===== src/rtl/cpu_bus_master_if.sv =====
// cpu_bus_master_if: host request/response handshake plus the 6502-style cart
// bus, bundled for cpu_bus_master.
//   master modport : the bus initiator (drives req_ready, resp_*, and the CPU bus)
//   slave modport  : host + cart side (drives req_*, samples the bus, supplies cpu_data_in)
interface cpu_bus_master_if;
  // host side
  logic        req_valid;
  logic        req_ready;
  logic        req_rw;
  logic [15:0] req_addr;
  logic [7:0]  req_wdata;
  logic        resp_valid;
  logic [7:0]  resp_rdata;
  // cart connector side
  logic        m2;
  logic        cpu_rw;
  logic [15:0] cpu_addr;
  logic [7:0]  cpu_data_out;
  logic        cpu_data_oe;
  logic [7:0]  cpu_data_in;
  logic        romsel_n;

  modport master (
    input  req_valid, req_rw, req_addr, req_wdata, cpu_data_in,
    output req_ready, resp_valid, resp_rdata,
           m2, cpu_rw, cpu_addr, cpu_data_out, cpu_data_oe, romsel_n
  );

  modport slave (
    output req_valid, req_rw, req_addr, req_wdata, cpu_data_in,
    input  req_ready, resp_valid, resp_rdata,
           m2, cpu_rw, cpu_addr, cpu_data_out, cpu_data_oe, romsel_n
  );
endinterface


===== src/rtl/cpu_bus_master.sv =====
// cpu_bus_master: NES CPU-side bus initiator. It runs a free-running M2 made of
// T_LO low clks followed by T_HI high clks. Each host request becomes one bus
// cycle. When no request is pending, the cycle is a dummy read of IDLE_ADDR.
// Ports:
//   clk   : system clock, rising edge
//   reset : asynchronous, active-high
//   bus   : cpu_bus_master_if.master, which carries the host req/resp
//           handshake and the cart bus (m2, cpu_rw, cpu_addr, data, romsel_n)
// Every bus output is registered. The value loaded on an edge is the value for
// the phase that edge enters (ph_nxt).
module cpu_bus_master #(
  parameter int          T_LO      = 3,
  parameter int          T_HI      = 3,
  parameter logic [15:0] IDLE_ADDR = 16'h0000
) (
  input  logic             clk,
  input  logic             reset,
  cpu_bus_master_if.master bus
);

  localparam int CYC = T_LO + T_HI;
  localparam int PW  = $clog2(CYC);
  localparam logic [PW-1:0] PH_LAST = PW'(CYC - 1);
  localparam logic [PW-1:0] PH_HI   = PW'(T_LO);

  logic [PW-1:0] ph, ph_nxt;
  logic          active;   // current bus cycle belongs to a host request
  logic          accept;
  logic          m2_nxt;

  assign ph_nxt        = (ph == PH_LAST) ? '0 : ph + 1'b1;
  assign m2_nxt        = (ph_nxt >= PH_HI);
  assign bus.req_ready = (ph == '0) & ~reset;
  assign accept        = bus.req_valid & bus.req_ready;

  always_ff @(posedge clk or posedge reset) begin
    if (reset) begin
      ph               <= '0;
      active           <= 1'b0;
      bus.m2           <= 1'b0;
      bus.cpu_rw       <= 1'b1;
      bus.cpu_addr     <= IDLE_ADDR;
      bus.cpu_data_out <= 8'h00;
      bus.cpu_data_oe  <= 1'b0;
      bus.romsel_n     <= 1'b1;
      bus.resp_valid   <= 1'b0;
      bus.resp_rdata   <= 8'h00;
    end else begin
      ph     <= ph_nxt;
      bus.m2 <= m2_nxt;
      // cpu_addr was settled at least one clk before M2 rises (T_LO >= 2),
      // so the current register value is the one M2-high will show.
      bus.romsel_n <= ~(m2_nxt & bus.cpu_addr[15]);

      // The edge that ends the last M2-high clk closes the bus cycle. The
      // response then appears during the following ph=0.
      bus.resp_valid <= (ph == PH_LAST) & active;
      if ((ph == PH_LAST) && active && bus.cpu_rw)
        bus.resp_rdata <= bus.cpu_data_in;

      // Leaving ph=0 launches the next cycle. Address, rw and oe stay stable
      // through ph=0 so a mapper that latches on M2 falling gets one clk of hold.
      if (ph == '0) begin
        active <= accept;
        if (accept) begin
          bus.cpu_rw       <= bus.req_rw;
          bus.cpu_addr     <= bus.req_addr;
          bus.cpu_data_oe  <= ~bus.req_rw;
          if (!bus.req_rw)
            bus.cpu_data_out <= bus.req_wdata;
        end else begin
          bus.cpu_rw      <= 1'b1;
          bus.cpu_addr    <= IDLE_ADDR;
          bus.cpu_data_oe <= 1'b0;
        end
      end
    end
  end

endmodule


===== src/flat_wrapper.sv =====
// flat-port wrapper written by rule: the top's interface ports become plain ports
module cpu_bus_master_flat 
#(
  parameter int          T_LO      = 3,
  parameter int          T_HI      = 3,
  parameter logic [15:0] IDLE_ADDR = 16'h0000
)
  (clk, reset, bus_req_valid, bus_req_rw, bus_req_addr, bus_req_wdata, bus_cpu_data_in, bus_req_ready, bus_resp_valid, bus_resp_rdata, bus_m2, bus_cpu_rw, bus_cpu_addr, bus_cpu_data_out, bus_cpu_data_oe, bus_romsel_n);
  cpu_bus_master_if bus_i ();
  input  logic clk;
  input  logic reset;
  input wire logic [$bits(bus_i.req_valid)-1:0] bus_req_valid;
  input wire logic [$bits(bus_i.req_rw)-1:0] bus_req_rw;
  input wire logic [$bits(bus_i.req_addr)-1:0] bus_req_addr;
  input wire logic [$bits(bus_i.req_wdata)-1:0] bus_req_wdata;
  input wire logic [$bits(bus_i.cpu_data_in)-1:0] bus_cpu_data_in;
  output wire logic [$bits(bus_i.req_ready)-1:0] bus_req_ready;
  output wire logic [$bits(bus_i.resp_valid)-1:0] bus_resp_valid;
  output wire logic [$bits(bus_i.resp_rdata)-1:0] bus_resp_rdata;
  output wire logic [$bits(bus_i.m2)-1:0] bus_m2;
  output wire logic [$bits(bus_i.cpu_rw)-1:0] bus_cpu_rw;
  output wire logic [$bits(bus_i.cpu_addr)-1:0] bus_cpu_addr;
  output wire logic [$bits(bus_i.cpu_data_out)-1:0] bus_cpu_data_out;
  output wire logic [$bits(bus_i.cpu_data_oe)-1:0] bus_cpu_data_oe;
  output wire logic [$bits(bus_i.romsel_n)-1:0] bus_romsel_n;
  assign bus_i.req_valid = bus_req_valid;
  assign bus_i.req_rw = bus_req_rw;
  assign bus_i.req_addr = bus_req_addr;
  assign bus_i.req_wdata = bus_req_wdata;
  assign bus_i.cpu_data_in = bus_cpu_data_in;
  assign bus_req_ready = bus_i.req_ready;
  assign bus_resp_valid = bus_i.resp_valid;
  assign bus_resp_rdata = bus_i.resp_rdata;
  assign bus_m2 = bus_i.m2;
  assign bus_cpu_rw = bus_i.cpu_rw;
  assign bus_cpu_addr = bus_i.cpu_addr;
  assign bus_cpu_data_out = bus_i.cpu_data_out;
  assign bus_cpu_data_oe = bus_i.cpu_data_oe;
  assign bus_romsel_n = bus_i.romsel_n;
  cpu_bus_master #(.T_LO(T_LO), .T_HI(T_HI), .IDLE_ADDR(IDLE_ADDR)) u_core (.clk(clk), .reset(reset), .bus(bus_i));
endmodule

===== config.mk =====
export PLATFORM = sky130hd
export DESIGN_NAME = cpu_bus_master_flat
export DESIGN_NICKNAME = d
export VERILOG_FILES = /design/src/rtl/cpu_bus_master_if.sv /design/src/rtl/cpu_bus_master.sv /design/src/flat_wrapper.sv
export SDC_FILE = /design/constraint.sdc
export NUM_CORES = 1
export LEC_CHECK = 0
export ABC_CLOCK_PERIOD_IN_PS = 1800
export BUFFER_PORTS_ARGS = -buffer_cell sky130_fd_sc_hd__buf_2
export CORE_ASPECT_RATIO = 1.75
export CORE_MARGIN = 3
export CORE_UTILIZATION = 40
export DETAILED_ROUTE_END_ITERATION = 12
export PLACE_DENSITY = 0.74
export SYNTH_ARGS = -nofsm -noshare
export SYNTH_HDL_FRONTEND = slang
export SYNTH_SLANG_ARGS = --single-unit
export TNS_END_PERCENT = 50

===== constraint.sdc =====
create_clock -name clk -period 1.8 [get_ports clk]
set_clock_uncertainty 0.15 [all_clocks]
set_input_delay 0.18 -clock clk [delete_from_list [all_inputs] [get_ports clk]]
set_output_delay 0.18 -clock clk [all_outputs]
set_load 0.05 [all_outputs]

* Word-level counts from Yosys, hierarchy flattened *
Index checks and enable logic that the tools add are counted.

word-level totals
  register bits after elaboration = 41
  bits in latches = 0
  bits in writable memories = 0
  bits in read-only memories = 0
  output and inout bits = 38
  word-level logic and storage cells = 28
  memories kept = 0

cells by class
  add/sub/neg operators = 1
  multiply operators = 0
  divide/modulo/power cells = 0
  order comparisons = 1
  equal/unequal tests = 1
  shifts and indexed selects = 0
  multiplexer cells = 4
  bitwise operators = 7
  reductions and logical operators = 4

operators with widths
  cell                                                                count
  2-to-1 mux 16 bit                                                   1
  bitwise AND 1 bit                                                   4
  adder 3 x 1 -> 3 bit (second input constant)                        1
  == test 3 bit (second input constant)                               1
  greater-or-equal comparator 3 x 2 -> 1 bit (second input constant)  1
  zero test 3 bit                                                     1
  2-to-1 mux 3 bit                                                    1
  NOT 1 bit                                                           3
  AND reduction 3 bit                                                 1
  logical AND 1 bit                                                   2
  2-to-1 mux 1 bit                                                    2

* Logic depth before layout (Yosys ltp) *
  word-level depth = 5
  depth in mapped cells = 5
  depth with buffers taken out = 3

* Worst setup path after synthesis *
No wires, ideal clock.

  path type = register to output
  start = register u_core.ph[0]
  end = output port bus_req_ready
  arrival time = 1734 ps
  data required time = 1470 ps
  setup slack = -264 ps
  cell stages (with the launch flop) = 5
  path buffers = 2
  cell sequence = dfrtp_1 or3_1 clkbuf_1 clkbuf_1 nor2_1

between the ends
  cells in the longest elaborated chain, start to end = 2

RTL lines
  element                 line                  RTL
  from (decl)             cpu_bus_master.sv:26  logic [PW-1:0] ph, ph_nxt;
  from (signal assigned)  cpu_bus_master.sv:49  ph <= ph_nxt;
  zero test 3 bit         cpu_bus_master.sv:33  assign bus.req_ready = (ph == '0) & ~reset;
  bitwise AND 1 bit       cpu_bus_master.sv:33
  to (decl)               flat_wrapper.sv:17    output wire logic [$bits(bus_i.req_ready)-1:0] bus_req_ready;

No other way between the ends.

* Worst setup path after layout *
  start = register u_core.ph[0]
  end = register u_core.bus.cpu_data_out[3] (netlist bit)

between the ends
  cells in the longest elaborated chain, start to end = 4

RTL lines
  element                            line                                        RTL
  zero test 3 bit (*)                cpu_bus_master.sv:33, cpu_bus_master.sv:63
  bitwise AND 1 bit                  cpu_bus_master.sv:33
  bitwise AND 1 bit                  cpu_bus_master.sv:34                        assign accept = bus.req_valid & bus.req_ready;
  AND reduction 3 bit (no line) (*)  -
  to (signal assigned)               cpu_bus_master.sv:70                        bus.cpu_data_out <= bus.req_wdata;
  to (decl)                          cpu_bus_master_if.sv:26                     m2, cpu_rw, cpu_addr, cpu_data_out, cpu_data_oe, romsel_n

Mark *: on every way between the ends. The rest lies on a longest branch, timed or not.
A chain may end at the register's enable or synchronous reset.

==> impl_metrics.yaml <==
drt:
  wire_per_inst_um: 14.2
  drcViolationCount: 0
  routed_via_density: 4.70
  vias: 1232
  drt_iter0_drc: 17
  wl_mm: 3.72
  dr.pass1.iters: 4
  route.antenna.remaining_nets: 0
final_layout:
  antenna_cells: 0
  layout-drive-gt1-share_pct: 51.9
  stdcell_area_mm2: 0.00244
  final_core_util_pct: 66.5
  seq_area_mm2: 0.00103
  synthToLayoutAreaGrowth_pct: 59.9
  nets: 251
  fin_cells: 262
  filler_cell_count: 271
  multi_input_area_um2: 470
run_status:
  status: "finished with violations"
  violations: "setup timing"
setup_path:
  critical_path_arrival_ns: 1.91
  r2r_cells: 4
  endpoint_kind: "register"
  r2r-end: "u_core.bus.cpu_data_out[3]"
  cp.required_ns: 1.82
  cp-start-kind: "register"
  rrSetupSlack_ns: -0.08
  crit_fanout: 5
  crit_type: "register to register"
  reg2reg_from: "u_core.ph[0]"
sta:
  slew_headroom_pct: 67.5
  finalHoldWorstSlack_ns: 0.169
  max_slew.worst_pin.slew_ns: 0.488
  max_freq_mhz: 531
  drv_slew: 0
  finalSetupViolations: 9
  setup_ws_ns: -0.0840
  hold_violations: 0
  post-route-period-util_pct: 105
  rsz0062_at_grt: "true"
  setup-tns-final_ns: -0.606
  period_minus_slack_ns: 1.88
clock_network:
  cts_tree: "done"
  cts-htree-levels: 2
  clock_latency_ns: 0.28
  root_buffer: "clkbuf_8"
  cts_sinks: 41
  cts.clk_slew.worst_paths_ns: 0.07
  cts_made_buffers: 5
  cts_buffer_depth: 2
min_path:
  whs_endpoint: "u_core.bus.cpu_data_oe"
  holdCritStartpoint: "bus_req_rw"
  holdPathStages: 4
  min_path_type: "input port to register"
floorplan:
  dieHeight_um: 87.7
  die_area_mm2: 0.00462
  core_area_mm2: 0.00366
  io_pins: 74
  die_w_um: 52.7
  start_util_pct: 41.6
  rows: 29
placement:
  portBuffers: 73
  placedCellCount: 220
  place_area_mm2: 0.00198
  routabilityCongestion: 0.680
  hpwl_mm: 2.34
global_route:
  grt_util_all_layers_pct: 17.1
  grt_overflow: 0
  grt_pass1_wl_mm: 5.70
  grt_max_degree: 42
  grt_pass1_vias: 1287
  antenna_found_initial: 0
power:
  power.leakage_uw: 0.00132
  ir_drop_uv: 684
  power_density_mw_per_mm2: 901
synthesis:
  yosysUniqueCellTypes: 18
  synth.cell_area_mm2: 0.00153
  synth.avg_cell_area_um2: 15.4
  syn-num-nets: 135
  syn_inst: 99
  synth-seq-cells: 41
  yosysSeqAreaShare_pct: 67.4
  ys_warn_count: 0
flow_run:
  maxCapViolCount: 0
==> flip-flops by register name (all words and copies together), names as in the netlist <==
name                     cells
u_core.active                1
u_core.bus.cpu_addr         16
u_core.bus.cpu_data_oe       1
u_core.bus.cpu_data_out      8
u_core.bus.cpu_rw            1
u_core.bus.m2                1
u_core.bus.resp_rdata        8
u_core.bus.resp_valid        1
u_core.bus.romsel_n          1
u_core.ph                    3
==> cell families (layout without fill, tap and decap cells) <==
kind of cell           count (synthesis)  count (layout)  synth area share, %
multiplexers                          17              17                 14.5
flip-flops                            41              41                 67.4
AO/OA/AOI/OAI                         19              19                 10.7
buffers and inverters                  8             125                 2.54
AND/OR/NAND/NOR                       14              14                 4.84
==> per-stage QoR <==
step                      setup WS [ns]  total power (uW)
after floorplan                  -0.146              1390
after global placement          -0.0332              1510
after detailed placement        -0.0810              1530
after CTS                       -0.0751              2220
after global routing             -0.115              2290
final                           -0.0840              2200
==> area by class of cell <==
class / instances / area share [%]
sequential: 41 / 42.2
timing repair buffer: 114 / 31.6
multi-input combinational: 50 / 19.3
clock buffer: 7 / 3.95
tap: 46 / 2.36
inverter: 3 / 0.462
clock inverter: 1 / 0.205
==> how the worst max path moves through the flow <==
stage          cells after the start         start                         end  slack (ns)
2_1_floorplan                      5  u_core.ph[0]  u_core.bus.cpu_data_out[0]       -0.15
3_3_place_gp                       4  u_core.ph[0]  u_core.bus.cpu_data_out[7]       -0.03
3_5_place_dp                       4  u_core.ph[0]  u_core.bus.cpu_data_out[2]       -0.08
4_1_cts                            4  u_core.ph[0]  u_core.bus.cpu_data_out[2]       -0.08
5_1_grt                            4  u_core.ph[0]               bus_req_ready       -0.12
6_report                           4  u_core.ph[0]  u_core.bus.cpu_data_out[3]       -0.08
==> worst max-delay path, stage by stage, from the launching register on <==
cell     delay (ns)
dfrtp_1        0.38
or3_4          0.40
or3_4          0.39
buf_4          0.17
mux2_4         0.29
==> synth_stat cells <==
master / number / area, um^2
buf_6: 1 / 11.3
nand2b_1: 1 / 6.26
mux2_2: 9 / 101
a22o_1: 16 / 140
a21o_1: 2 / 15.0
nor2_1: 3 / 11.3
or3_1: 2 / 12.5
a21boi_0: 1 / 7.51
nand2_1: 4 / 15.0
dfrtp_1: 39 / 976
mux2_4: 8 / 120
inv_1: 3 / 11.3
buf_2: 1 / 5.00
dfstp_2: 2 / 52.6
clkbuf_1: 3 / 11.3
or2_2: 1 / 6.26
and4b_1: 1 / 10.0
nor2b_1: 2 / 12.5
==> timing repair <==
item / 4_1_cts / 5_1_grt
gates resized for setup: 5 / 3
endpoints found under the hold margin: 71 / 0
buffers inserted: 0 / 0
setup endpoints to repair: 9 / 9
hold buffers: 33 / 0
gates cloned: 0 / 1
==> cells in the final DEF, fill, tap and decap left out, drive strengths merged, types with 3 or more instances in the layout <==
cell type | Yosys | final
a22o | 16 | 16
buf | 2 | 81
clkbuf | 3 | 7
dfrtp | 39 | 39
dlygate4sd3 | 0 | 33
inv | 3 | 3
mux2 | 17 | 17
nand2 | 4 | 4
nor2 | 3 | 3
==> routing by layer <==
metal / track usage [%] / wire [um]
met2: 29.3 / 1950
met3: 5.96 / 283
met5: 0 / 0
met4: 9.07 / 95
met1: 17.8 / 1390
==> where the power goes <==
part / internal [uW] / leakage [uW] / switching (uW)
Clock: 346 / 0.0000542 / 288
Combinational: 188 / 0.000746 / 345
Sequential: 994 / 0.000520 / 36.7
Note: power is estimated with default switching activity, not from simulation.
